==> src/rtl/sha_ctrl.sv <==
// SHA-256 block sequencer: block handshake, round sequencing,
// per-word hash accumulation, multi-block chaining and digest output.
module sha_ctrl #(
  parameter int MSG_SIZ   = 512,
  parameter int HASH_SIZE = 256,
  parameter int BLK_CNT   = 6,
  parameter int MAX_CNT   = 63,
  parameter logic [HASH_SIZE-1:0] IV =
    256'h6a09e667_bb67ae85_3c6ef372_a54ff53a_510e527f_9b05688c_1f83d9ab_5be0cd19
) (
  input  logic                 clk,
  input  logic                 reset,
  input  logic                 i_msg_valid,
  output logic                 o_msg_ready,
  input  logic [MSG_SIZ-1:0]   i_msg,
  input  logic                 i_last,
  output logic                 o_dp_en,
  output logic                 o_cnt_en,
  output logic [MSG_SIZ-1:0]   o_dp_msg,
  output logic                 o_first_blk,
  input  logic [BLK_CNT-1:0]   i_round_count,
  input  logic                 i_flag,
  input  logic [HASH_SIZE-1:0] i_dp_hash,
  output logic [HASH_SIZE-1:0] o_digest,
  output logic                 o_digest_valid,
  input  logic                 i_digest_ready,
  output logic                 o_busy,
  output logic                 o_err
);

  localparam int WDW   = BLK_CNT + 1;
  localparam int NWORD = HASH_SIZE / 32;
  localparam logic [WDW-1:0] WD_LIM = WDW'(MAX_CNT + 1);

  typedef enum logic [2:0] {
    IDLE  = 3'd0,
    LOAD  = 3'd1,
    RUN   = 3'd2,
    ACCUM = 3'd3,
    DONE  = 3'd4,
    ERR   = 3'd5
  } state_t;

  state_t               state_q, state_d;
  logic [MSG_SIZ-1:0]   msg_q, msg_d;
  logic                 last_q, last_d;
  logic                 first_q, first_d;
  logic                 trk_q, trk_d;
  logic [HASH_SIZE-1:0] h_q, h_d;
  logic [HASH_SIZE-1:0] dig_q, dig_d;
  logic [WDW-1:0]       wd_q, wd_d;
  logic [HASH_SIZE-1:0] sum;

  // Chaining base is the IV for the first block, else the running hash.
  always_comb begin
    sum = '0;
    for (int i = 0; i < NWORD; i++) begin
      sum[i*32 +: 32] = (first_q ? IV[i*32 +: 32] : h_q[i*32 +: 32])
                      + i_dp_hash[i*32 +: 32];
    end
  end

  always_comb begin
    state_d        = state_q;
    msg_d          = msg_q;
    last_d         = last_q;
    first_d        = first_q;
    trk_d          = trk_q;
    h_d            = h_q;
    dig_d          = dig_q;
    wd_d           = wd_q;
    o_msg_ready    = 1'b0;
    o_dp_en        = 1'b0;
    o_cnt_en       = 1'b0;
    o_digest_valid = 1'b0;
    o_err          = 1'b0;
    unique case (state_q)
      IDLE: begin
        o_msg_ready = 1'b1;
        if (i_msg_valid) begin
          msg_d   = i_msg;
          last_d  = i_last;
          first_d = trk_q;
          state_d = LOAD;
        end
      end
      LOAD: begin
        o_dp_en = 1'b1;
        wd_d    = '0;
        if (i_round_count != '0) state_d = ERR;
        else                     state_d = RUN;
      end
      RUN: begin
        o_dp_en  = 1'b1;
        o_cnt_en = 1'b1;
        wd_d     = wd_q + 1'b1;
        if (i_flag)               state_d = ACCUM;
        else if (wd_q == WD_LIM)  state_d = ERR;
      end
      ACCUM: begin
        h_d     = sum;
        trk_d   = 1'b0;
        first_d = 1'b0;
        if (last_q) begin
          dig_d   = sum;
          state_d = DONE;
        end else begin
          state_d = IDLE;
        end
      end
      DONE: begin
        o_digest_valid = 1'b1;
        if (i_digest_ready) begin
          trk_d   = 1'b1;
          h_d     = '0;
          state_d = IDLE;
        end
      end
      ERR: begin
        o_err = 1'b1;
      end
      default: state_d = ERR;
    endcase
  end

  always_ff @(posedge clk) begin
    if (reset) begin
      state_q <= IDLE;
      msg_q   <= '0;
      last_q  <= 1'b0;
      first_q <= 1'b0;
      trk_q   <= 1'b1;
      h_q     <= '0;
      dig_q   <= '0;
      wd_q    <= '0;
    end else begin
      state_q <= state_d;
      msg_q   <= msg_d;
      last_q  <= last_d;
      first_q <= first_d;
      trk_q   <= trk_d;
      h_q     <= h_d;
      dig_q   <= dig_d;
      wd_q    <= wd_d;
    end
  end

  assign o_dp_msg    = msg_q;
  assign o_first_blk = first_q;
  assign o_digest    = dig_q;
  assign o_busy      = (state_q != IDLE);

endmodule

==> config.mk <==
export PLATFORM = sky130hd
export DESIGN_NAME = sha_ctrl
export DESIGN_NICKNAME = d
export VERILOG_FILES = /design/src/rtl/sha_ctrl.sv
export SDC_FILE = /design/constraint.sdc
export NUM_CORES = 2
export LEC_CHECK = 0
export ABC_AREA = 1
export BUFFER_PORTS_ARGS = -buffer_cell sky130_fd_sc_hd__buf_2
export CAP_MARGIN = 20
export CORE_AREA = 3 3 601 603
export CTS_CLUSTER_DIAMETER = 200
export CTS_CLUSTER_SIZE = 10
export DETAILED_ROUTE_END_ITERATION = 7
export DIE_AREA = 0 0 604 606
export PLACE_DENSITY = 0.44
export SYNTH_ARGS = -nofsm -noshare
export SYNTH_HDL_FRONTEND = slang
export SYNTH_SLANG_ARGS = --single-unit
==> constraint.sdc <==
create_clock -name clk -period 3.6 [get_ports clk]
set_input_delay 0.72 -clock clk [delete_from_list [all_inputs] [get_ports clk]]
set_output_delay 0.72 -clock clk [all_outputs]
set_load 0.03 [all_outputs]
==> out/metrics.cfg <==
[run_status]
status = completed

[clocking]
clk_latency_ns = 0.89
cts_buffers = 118
cts_buffer_depth = 4
clock-sinks = 1037
cts_tree = done
cts-root-buf = clkbuf_16
cts.htree.levels = 3
clk_pin_slew_ns = 0.08

[floorplan]
rows = 219
chipHeight_um = 606
die_x_um = 604
coreArea_um2 = 356000
dieArea_um2 = 366000
initial_utilization = 0.162
io_pins = 1555

[sta]
max_freq_mhz = 308
hold_violations = 0
fin_crit_ns = 3.24
worst_pin_slew_ns = 1.10
clock-skew-final_ns = 0.0984
fin_setup_tns_ns = 0
setup_viol_count_final = 0
slew_violations = 0
finalCritPeriodShare = 0.901
rsz0062_at_grt = false
slew_headroom = 0.269

[power]
leakagePower_nw = 41.5
total_power_mw = 46.5
max-vdd-ir-drop_mv = 0.458
power.density_nw_per_um2 = 596

[logic_synthesis]
syn_area_per_cell_um2 = 6.35
synth_top_cell_by_area = dfxtp_1
ys_types = 35
ys_ff_latch = 1037
synthTopCellsByCount = nand2_1, nor2_1, inv_1
synth_edf_count = 0
syn_area_um2 = 57600
synthArstFlopShare = 0
yosys_warnings = 0
yosys-top-cells-area = dfxtp_1, nand2_1, nor2_1
yosysTopAreaCellShare = 0.361
ys.flop_type = dfxtp_1
yosysSeqAreaShare = 0.361
yosysMostFrequentCell = nand2_1
postSynthCellCount = 9074
synth_fp_nets = 10100

[setup_path]
critPathMostFrequentCell = nand2_1
path_class = reg -> reg
critPathRequiredTime_ns = 4.31
critPathMaxFanout = 18
worstPathArrival_ns = 3.95
end_kind = register
startpoint_type = register
critical_path_buf_inv_count = 4
cp_top_family = simple AND/OR/NAND/NOR gates
crit_slowest_cell = dfxtp_4
cp_cell_sequence = or2_2 > ha_1 > buf_4 > inv_1 > fa_1 > inv_1 > nand3_1 > nand2_1 > nand2_1 > nand2_1 > nand2_1 > nand2_1 > nand2_1 > nand2_1 > nand2_1 > nand2_1 > nand2_1 > nand2_1 > inv_1
critical_path.max_stage_delay_ns = 0.59

[grt]
grt_overflow = 0
grt.total_usage = 0.207
grt_pass1_vias = 61200
grt_max_degree = 150
antenna_found_initial = 265
grt_first_pass_wirelength_mm = 524

[placement]
portBuffers = 1554
dpl.cell_count = 15100
dp_hpwl_mm = 333
place.gp.congestion = 0.997
dpl_cell_area_um2 = 71100

[finish]
finish.net_count = 11900
final_area_um2 = 78100
areaGrowthSynthToFinish_pct = 35.6
drive_gt1_frac = 0.179
instances_no_fill = 15700

[detailed_routing]
routedWlPerCell_um = 25.2
firstDrtPassIters = 5
viasPerCell = 4.08
via_count = 64100
ant_nets = 0
drt-initial-drc-count = 4318
drcViolationCount = 0
wirelength_mm = 396

[worst_hold_path]
hold_path_class = in -> reg

[flow_run]
cap_viol_max_count = 0

[layout make-up]
| class | instances | area, µm² |
|---|---|---|
| inverters | 1332 | 5030 |
| clock buffers | 120 | 2960 |
| clock inverters | 5 | 119 |
| well taps | 4751 | 5940 |
| fillers | 41100 | 278000 |
| multi-input cells | 6338 | 30200 |
| repair buffers | 2043 | 12800 |
| flip-flops and latches | 1037 | 20800 |
| diodes | 89 | 223 |
[metal layers]
metal | GRT usage | part of all wire | vias up
li1 | - | - | 31500
met1 | 0.209 | 0.35 | 29600
met2 | 0.382 | 0.51 | 1964
met3 | 0.0489 | 0.060 | 905
met4 | 0.130 | 0.078 | 106
met5 | 0 | 0.0017 | -
[worst register-to-register path: stages (launching register included)]
cell     delay [ns]
dfxtp_4        0.59
or2_2          0.24
ha_1           0.40
buf_4          0.21
inv_1          0.05
fa_1           0.43
inv_1          0.13
nand3_1        0.08
nand2_1        0.14
nand2_1        0.06
nand2_1        0.10
nand2_1        0.06
nand2_1        0.12
nand2_1        0.13
nand2_1        0.08
nand2_1        0.06
nand2_1        0.06
nand2_1        0.05
nand2_1        0.07
inv_1          0.03
[final timing paths]
path,from,to,slack (ns),cells past startpoint
worst min-delay path,i_msg[354],o_dp_msg[354],0.09,3
worst max-delay path,o_first_blk,o_digest[56],0.36,19
worst min register to register,h_q[96],h_q[96],0.45,2
worst max register to register,o_first_blk,o_digest[56],0.36,19
[layout by cell type (no fill, tap or decap), types with 100 or more instances in the layout]
| cell type | synthesis | routed |
|---|---|---|
| o21ai_0 | 676 | 676 |
| buf_2 | 169 | 1553 |
| o21bai_1 | 125 | 125 |
| or2_2 | 129 | 129 |
| a21oi_1 | 424 | 424 |
| nor2_1 | 1492 | 1492 |
| nand3_1 | 287 | 287 |
| nand2_1 | 2581 | 2581 |
| inv_1 | 1327 | 1325 |
| dfxtp_1 | 1037 | 1036 |
| xor2_1 | 120 | 120 |
| dlygate4sd3_1 | 0 | 364 |
| o21a_1 | 100 | 100 |
| ha_1 | 268 | 268 |
| clkbuf_16 | 0 | 118 |
[report_power, final]
part	switching [mW]	internal (mW)	leakage, nW	total [mW]
Sequential	1.02	13.2	8.47	14.2
Clock	5.50	5.83	1.51	11.3
Combinational	15.8	5.16	31.6	21.0
Total	22.3	24.2	41.5	46.5
[metrics by stage]
| step | setup WS, ns | utilization | hold WS (ns) |
|---|---|---|---|
| floorplan | 0.625 | - | 0.435 |
| global placement | 0.221 | 0.200 | 0.447 |
| detailed placement | 0.259 | 0.200 | 0.449 |
| CTS | 0.215 | 0.219 | 0.000258 |
| global route | 0.00723 | 0.219 | 0.0351 |
| finish | 0.358 | 0.219 | 0.0927 |
[kinds of logic after synthesis]
| logic type | share of synthesized area |
|---|---|
| AOI/OAI and AO/OA | 0.129 |
| xor gates and xnor gates | 0.0195 |
| adders and majority gates | 0.0610 |
| buffers and inverters | 0.115 |
| DFF | 0.361 |
| and+or+nand+nor | 0.315 |
[sequential cells by signal, summed over array words and instances, names as in the netlist]
register	cells
o_dp_msg	512
h_q	256
o_digest	256
wd_q	7
state_q	3
last_q	1
o_first_blk	1
trk_q	1
[timing repair]
item,4_1_cts,5_1_grt
buffers inserted,0,0
hold endpoints to repair,364,0
setup endpoints to repair,0,0
gates resized for setup,0,0
hold buffers,364,0
Power figures use the tool's default switching activity.
